$ cat src/rtl/regfile_wr_arbiter_pkg.sv
// Shared defaults, FSM encoding and the PC register index for the register-file write arbiter.
package regfile_wr_arbiter_pkg;

  localparam int DATA_W_DEF = 32;
  localparam int ADDR_W_DEF = 4;

  // PC has no storage behind the write port
  localparam int PC_ADDR = 15;

  localparam logic [1:0] ST_IDLE  = 2'd0;
  localparam logic [1:0] ST_PEND  = 2'd1;
  localparam logic [1:0] ST_FORCE = 2'd2;

endpackage

$ cat src/rtl/regarb_fifo.sv
// Memory-return queue: storage, per-entry valid bits, wrapped pointers and address-match kill.
module regarb_fifo #(
  parameter int DATA_W = 32,
  parameter int ADDR_W = 4,
  parameter int DEPTH  = 2
) (
  input  logic              clk,
  input  logic              rst,
  input  logic              push,
  input  logic              push_valid,
  input  logic [ADDR_W-1:0] push_addr,
  input  logic [DATA_W-1:0] push_data,
  input  logic              pop,
  input  logic              kill_en,
  input  logic [ADDR_W-1:0] kill_addr,
  output logic              head_valid,
  output logic [ADDR_W-1:0] head_addr,
  output logic [DATA_W-1:0] head_data,
  output logic              empty,
  output logic              empty_next,
  output logic              full,
  output logic              any_valid
);

  localparam int PTR_W = (DEPTH > 1) ? $clog2(DEPTH) : 1;
  localparam logic [PTR_W:0] PTR_ONE = {{PTR_W{1'b0}}, 1'b1};

  logic [PTR_W:0]     wr_ptr_reg, wr_ptr_next;
  logic [PTR_W:0]     rd_ptr_reg, rd_ptr_next;
  logic [PTR_W-1:0]   wr_idx, rd_idx;
  logic [ADDR_W-1:0]  addr_mem [DEPTH];
  logic [DATA_W-1:0]  data_mem [DEPTH];
  logic [DEPTH-1:0]   valid_reg, valid_next;
  logic [DEPTH-1:0]   kill_vec, wr_sel, rd_sel;

  assign wr_idx = wr_ptr_reg[PTR_W-1:0];
  assign rd_idx = rd_ptr_reg[PTR_W-1:0];

  // The extra MSB tells a wrapped-full queue from an empty one
  assign empty = (wr_ptr_reg == rd_ptr_reg);
  assign full  = (wr_ptr_reg[PTR_W] != rd_ptr_reg[PTR_W]) &&
                 (wr_ptr_reg[PTR_W-1:0] == rd_ptr_reg[PTR_W-1:0]);

  assign wr_ptr_next = push ? wr_ptr_reg + PTR_ONE : wr_ptr_reg;
  assign rd_ptr_next = pop  ? rd_ptr_reg + PTR_ONE : rd_ptr_reg;
  assign empty_next  = (wr_ptr_next == rd_ptr_next);

  assign head_valid = !empty && valid_reg[rd_idx];
  assign head_addr  = addr_mem[rd_idx];
  assign head_data  = data_mem[rd_idx];
  assign any_valid  = |valid_reg;

  genvar gi;
  generate
    for (gi = 0; gi < DEPTH; gi++) begin : g_entry
      assign kill_vec[gi] = kill_en && valid_reg[gi] && (addr_mem[gi] == kill_addr);
      assign wr_sel[gi]   = push && (wr_idx == PTR_W'(gi));
      assign rd_sel[gi]   = pop && (rd_idx == PTR_W'(gi));
      // A fresh push is never killed by the write it coincides with
      assign valid_next[gi] = wr_sel[gi] ? push_valid
                                         : (valid_reg[gi] && !kill_vec[gi] && !rd_sel[gi]);
    end
  endgenerate

  always_ff @(posedge clk or posedge rst) begin
    if (rst) begin
      wr_ptr_reg <= '0;
      rd_ptr_reg <= '0;
      valid_reg  <= '0;
    end else begin
      wr_ptr_reg <= wr_ptr_next;
      rd_ptr_reg <= rd_ptr_next;
      valid_reg  <= valid_next;
    end
  end

  always_ff @(posedge clk) begin
    if (push) begin
      addr_mem[wr_idx] <= push_addr;
      data_mem[wr_idx] <= push_data;
    end
  end

endmodule

$ cat src/rtl/regfile_wr_arbiter.sv
// Register-file write-port arbiter: pipeline writeback has priority, memory returns drain idle slots.
// Optional REGARB_R15_FILTER_EN: writes addressed to the PC are consumed but never reach the port.
module regfile_wr_arbiter
  import regfile_wr_arbiter_pkg::*;
#(
  parameter int DATA_W     = DATA_W_DEF,
  parameter int ADDR_W     = ADDR_W_DEF,
  parameter int FIFO_DEPTH = 2,
  parameter int MAX_WAIT   = 8
) (
  input  logic              clk,
  input  logic              rst,
  input  logic              wb_en,
  input  logic [ADDR_W-1:0] wb_addr,
  input  logic [DATA_W-1:0] wb_data,
  input  logic              mem_valid,
  input  logic [ADDR_W-1:0] mem_addr,
  input  logic [DATA_W-1:0] mem_data,
  output logic              mem_ready,
  output logic              rf_we,
  output logic [ADDR_W-1:0] rf_addr,
  output logic [DATA_W-1:0] rf_data,
  output logic              stall_pipe,
  output logic              pending
);

  localparam int WAIT_W = $clog2(MAX_WAIT + 1);
  localparam logic [WAIT_W-1:0] WAIT_LAST = WAIT_W'(MAX_WAIT - 1);
  localparam logic [WAIT_W-1:0] WAIT_SAT  = WAIT_W'(MAX_WAIT);
  localparam logic [ADDR_W-1:0] PC        = ADDR_W'(PC_ADDR);

  logic [1:0]        state_reg, state_next;
  logic [WAIT_W-1:0] wait_reg, wait_next;

  logic              push, push_valid, pop;
  logic              head_valid, empty, empty_next, full, any_valid;
  logic [ADDR_W-1:0] head_addr;
  logic [DATA_W-1:0] head_data;

  logic in_force, wb_accept, wb_store, head_grant, head_killed, head_blocked, rf_we_raw;

  assign in_force  = (state_reg == ST_FORCE);
  assign wb_accept = wb_en && !in_force;

`ifdef REGARB_R15_FILTER_EN
  assign wb_store   = (wb_addr != PC);
  assign push_valid = (mem_addr != PC);
`else
  assign wb_store   = 1'b1;
  assign push_valid = 1'b1;
`endif

  assign mem_ready = !full && !rst;
  assign push      = mem_valid && mem_ready;

  // In the forced slot the head owns the port; otherwise only when the pipeline is silent
  assign head_grant   = head_valid && (in_force || !wb_en);
  assign pop          = !empty && (head_grant || !head_valid);
  assign head_killed  = wb_accept && (head_addr == wb_addr);
  assign head_blocked = head_valid && !head_grant && !head_killed;

  regarb_fifo #(
    .DATA_W (DATA_W),
    .ADDR_W (ADDR_W),
    .DEPTH  (FIFO_DEPTH)
  ) u_fifo (
    .clk        (clk),
    .rst        (rst),
    .push       (push),
    .push_valid (push_valid),
    .push_addr  (mem_addr),
    .push_data  (mem_data),
    .pop        (pop),
    .kill_en    (wb_accept),
    .kill_addr  (wb_addr),
    .head_valid (head_valid),
    .head_addr  (head_addr),
    .head_data  (head_data),
    .empty      (empty),
    .empty_next (empty_next),
    .full       (full),
    .any_valid  (any_valid)
  );

  always_comb begin
    rf_we_raw = 1'b0;
    rf_addr   = head_addr;
    rf_data   = head_data;
    if (wb_accept) begin
      rf_we_raw = wb_store;
      rf_addr   = wb_addr;
      rf_data   = wb_data;
    end else if (head_grant) begin
      rf_we_raw = 1'b1;
    end
  end

  // Reset gates the port combinationally so no partial write escapes
  assign rf_we      = rf_we_raw && !rst;
  assign stall_pipe = in_force && !rst;
  assign pending    = any_valid;

  always_comb begin
    wait_next = wait_reg;
    if (empty || pop) begin
      wait_next = '0;
    end else if (head_valid && !head_grant && (wait_reg != WAIT_SAT)) begin
      wait_next = wait_reg + 1'b1;
    end
  end

  always_comb begin
    state_next = empty_next ? ST_IDLE : ST_PEND;
    if (!in_force && (state_reg == ST_PEND) && head_blocked && (wait_reg == WAIT_LAST)) begin
      state_next = ST_FORCE;
    end
  end

  always_ff @(posedge clk or posedge rst) begin
    if (rst) begin
      state_reg <= ST_IDLE;
      wait_reg  <= '0;
    end else begin
      state_reg <= state_next;
      wait_reg  <= wait_next;
    end
  end

endmodule
$ cat config.mk
export PLATFORM = sky130hd
export DESIGN_NAME = regfile_wr_arbiter
export DESIGN_NICKNAME = d
export VERILOG_FILES = /design/src/rtl/regfile_wr_arbiter_pkg.sv /design/src/rtl/regarb_fifo.sv /design/src/rtl/regfile_wr_arbiter.sv
export SDC_FILE = /design/constraint.sdc
export NUM_CORES = 1
export LEC_CHECK = 0
export BUFFER_PORTS_ARGS = -buffer_cell sky130_fd_sc_hd__buf_4
export CAP_MARGIN = 20
export CELL_PAD_IN_SITES_DETAIL_PLACEMENT = 1
export CELL_PAD_IN_SITES_GLOBAL_PLACEMENT = 1
export CORE_MARGIN = 5
export CORE_UTILIZATION = 43
export CTS_BUF_LIST = sky130_fd_sc_hd__clkbuf_16
export CTS_CLUSTER_SIZE = 12
export DETAILED_ROUTE_END_ITERATION = 16
export PLACE_DENSITY_LB_ADDON = 0.1
export SYNTH_ARGS = -nofsm -noshare
export SYNTH_HDL_FRONTEND = slang
export SYNTH_SLANG_ARGS = --single-unit
$ cat constraint.sdc
create_clock -name clk -period 4.7 [get_ports clk]
set_clock_uncertainty 0.05 [all_clocks]
set_input_delay 0.94 -clock clk [delete_from_list [all_inputs] [get_ports clk]]
set_output_delay 0.94 -clock clk [all_outputs]
set_load 0.01 [all_outputs]
==> summary.md <==
| Metric | Value |
|---|---|
| Most frequent CP cell | buf_4 |
| Drt wl/cell | 16.4 microns |
| Compound-Gate Fraction of Synth Area | 0.0688 |
| Slowest cell on the critical path | and2_2 |
| Hold Fails Final Rpt | 0 |
| Clock Latency Late Sink | roughly 0.33 ns |
| Worst Setup End Kind | output port |
| Post-detail-place hpwl | 5960 microns |
| Largest register FFs | between 60 and 70 |
| Post-Synthesis Cell Area | 3750 sq um |
| Syn nets | approximately 370 |
| Number of global-route vias before repair | between 2000 and 3000 |
| R2R setup slack | roughly 1.9 ns |
| CP Class | input pin to output port |
| CP top delay family | simple AND/OR/NAND/NOR gates |
| Max Fclk | slightly below 0.3 GHz |
| Peak VDD IR | 0.000319 V |
| Width of the chip | a little over 100 microns |
| Via count | approximately 2600 |
| Syn-to-layout area delta | 33.9% |
| TritonCTS Buffers | 9 |
| Port bufs | around 120 |
| Unrepaired setup endpoints after global routing | no |
| Router iterations before antenna repair | 4 |
| 1st-iter DRT viols | between 60 and 70 |
| Worst hold path type | register to register |
| Status | complete, no violations |
| Ranking of synthesized cells by area | edfxtp_1 58%, mux2i_1 9.3%, dfrtp_1 8.0% |
| Busiest grt layer | met2 |
| Min Hold Slack | 0.492 ns |
| Max Cap Viol | 0 |
| Post-synthesis xor/xnor area fraction | 0.0397 |
| I/O pin cnt | 116 |
| Yosys top cell by area | edfxtp_1 |
| Share of post-route cells with drive strength above 1 | 0.360 |
| Worst-path maximum fanout | 48 |
| CTS H-tree lvls | 3 |
| Data required time of the critical path | 3.71 ns |
| FF-to-FF Start | state_reg[0]$_DFF_PP0_ |
| Post-Syn Instances | around 280 |
| Crit path from | wb_en |
| N_diodes | 0 |
| GR Layer Usage met2 | 0.295 |
| FF-to-FF End | state_reg[0]$_DFF_PP0_ |
| First-pass GRT wire length | 13100 microns |
| Most frequent cells after synthesis | 72 x edfxtp_1, 39 x nand2_1, 35 x mux2i_1 |
| Worst-margin pin slew | roughly 0.99 ns |
| Routing usage on met3 | 0.0322 |
| Detail Route Antenna Nets | 0 |
| Final instance area | 5020 sq um |
| Setup bufs post-CTS | 0 |
| Setup tns final | 0 ns |
| Layout Nets | 482 |
| CP peak stage delay | between 0.6 and 0.7 ns |
| Met1 Use GR | 0.190 |
| P_leak | 0.00209 uW |
| Initial Utilization | 0.436 |
| Critical path capture point | rf_data[30] |
| Max-slew headroom | 0.342 |
| Cts hold-fix bufs | 0 |
| Mux cell area share after synthesis | 0.106 |
| Vias/cell | between 5 and 6 |
| CP cell instances | buf_4 > and2_2 > buf_4 > nand2_1 > o21ai_0 > buf_4 |
| Initial antenna violation count | 0 |
| CTS sink count | 84 |
| Routed WL | ~8400 microns |
| Post-DP Area | ~4700 sq um |
| Count of cell types in the netlist | 32 |
| Ys flop type | edfxtp_1 |
| Worst-path clk slew | roughly 0.060 ns |
| EDFF count, synth | 72 |
| Max Slew Vio Count | 0 |
| Die Footprint | 10700 sq um |
| Power Density | 515 nW/um^2 |
| Clk root buf | clkbuf_16 |
| Adder-cell share of the synthesized area | 0.0200 |
| Rows | 34 |
| Final setup fails | 0 |
| Post-cts sizing count | 0 |
| GRT Total Usage | 0.163 |
| Worst path bufs/invs | 3 |
| Gpl congestion | 0.781 |
| CP Data Arrival Time | between 2 and 2.5 ns |
| Die Ht | between 100 and 150 microns |
| Post-synthesis register bit count | 84 |
| Startpoint types | input pin |
| Count leader, synth | edfxtp_1 |
| Final Cycle Share | 0.715 |
| Grt total ovfl | 0 |
| Core area | 8590 sq um |
| Drc violations | 0 |
| Avg Cell Area, Syn | between 10 and 15 sq um |
| Synth top area share | 0.577 |
| Largest net degree at the start of global routing | between 40 and 50 |
| CTS Buffer Depth | 2 |
| Reg2Reg Depth | 8 |
| Period minus WS final | roughly 3.4 ns |
| CTS tree | built |
| Sequential area share after synthesis | 0.657 |
| Critical path depth in cells | 6 |
| Yosys synthesis warning count | 0 |
| Simple-gate area share of the yosys netlist | 0.0811 |
| Asr flop ratio synth | 0.143 |
| Largest family of logic cells by synthesized area | multiplexers |
| Hold Crit Start | u_fifo.valid_reg[0]$_DFF_PP0_ |
==> worst register-to-register path, stage by stage, from the launching register on <==
cell and delay [ns]:
dfrtp_1 0.35, nand2b_1 0.21, and2_2 0.73, o21ai_2 0.24, a21boi_0 0.22, ha_1 0.35, xnor2_1 0.19, nor3b_1 0.24
nor3_2 0.07
==> stage by stage <==
step	utilization	instances	power [uW]	worst slack, ns
after floorplan	-	284	1580	1.94
after global placement	0.547	497	1850	1.42
after detailed placement	0.547	497	1870	1.31
after CTS	0.584	513	2630	1.31
after global routing	0.584	513	2730	1.13
final	0.584	513	2580	1.34
==> final cells by class <==
class / instances / area, sq um
fill: 869 / 3570
sequential: 84 / 2460
clock buffer: 9 / 225
clock inverter: 7 / 90.1
inverter: 10 / 37.5
tap: 108 / 135
multi-input combinational: 178 / 1190
timing repair buffer: 117 / 878
==> metal layers <==
layer | vias to the layer above | share of wire
met5 | - | 0
met4 | 0 | 0.016
met3 | 10 | 0.062
met2 | 68 | 0.53
met1 | 1235 | 0.39
li1 | 1258 | -
==> logic make-up (layout without fill, tap and decap cells) <==
kind of cell	count (synthesis)	count (layout)
AO/OA/AOI/OAI	48	48
XOR/XNOR	17	17
adder cells (fa/ha/maj)	6	6
buffers and inverters	22	143
flip-flops	84	84
multiplexers	39	39
AND/OR/NAND/NOR	68	68
==> cells in the final DEF (no fill, tap or decap), types with 3 or more instances in the layout <==
| cell type | instances |
|---|---|
| nor3_1 | 4 |
| xor2_1 | 5 |
| nand3_1 | 3 |
| xnor2_1 | 12 |
| nor2_1 | 11 |
| mux2i_1 | 35 |
| a31o_2 | 3 |
| a21oi_1 | 8 |
| buf_4 | 117 |
| o21ai_0 | 34 |
| nand2_1 | 39 |
| dfrtp_1 | 11 |
| mux2_2 | 3 |
| inv_1 | 11 |
| edfxtp_1 | 72 |
| ha_1 | 4 |
| clkbuf_16 | 9 |
==> report_power, final <==
group	total, uW	internal [uW]	switching (uW)
clock	739	464	275
combinational	789	387	402
sequential	1060	963	93.1
==> worst min path at each step <==
stage	depth (start not counted)	to
floorplan	1	u_fifo.valid_reg[0]$_DFF_PP0_
global placement	1	u_fifo.valid_reg[0]$_DFF_PP0_
detailed placement	1	u_fifo.valid_reg[0]$_DFF_PP0_
CTS	1	u_fifo.valid_reg[0]$_DFF_PP0_
global route	1	u_fifo.valid_reg[0]$_DFF_PP0_
finish	1	u_fifo.valid_reg[0]$_DFF_PP0_
Note: power is estimated with default switching activity, not from simulation.
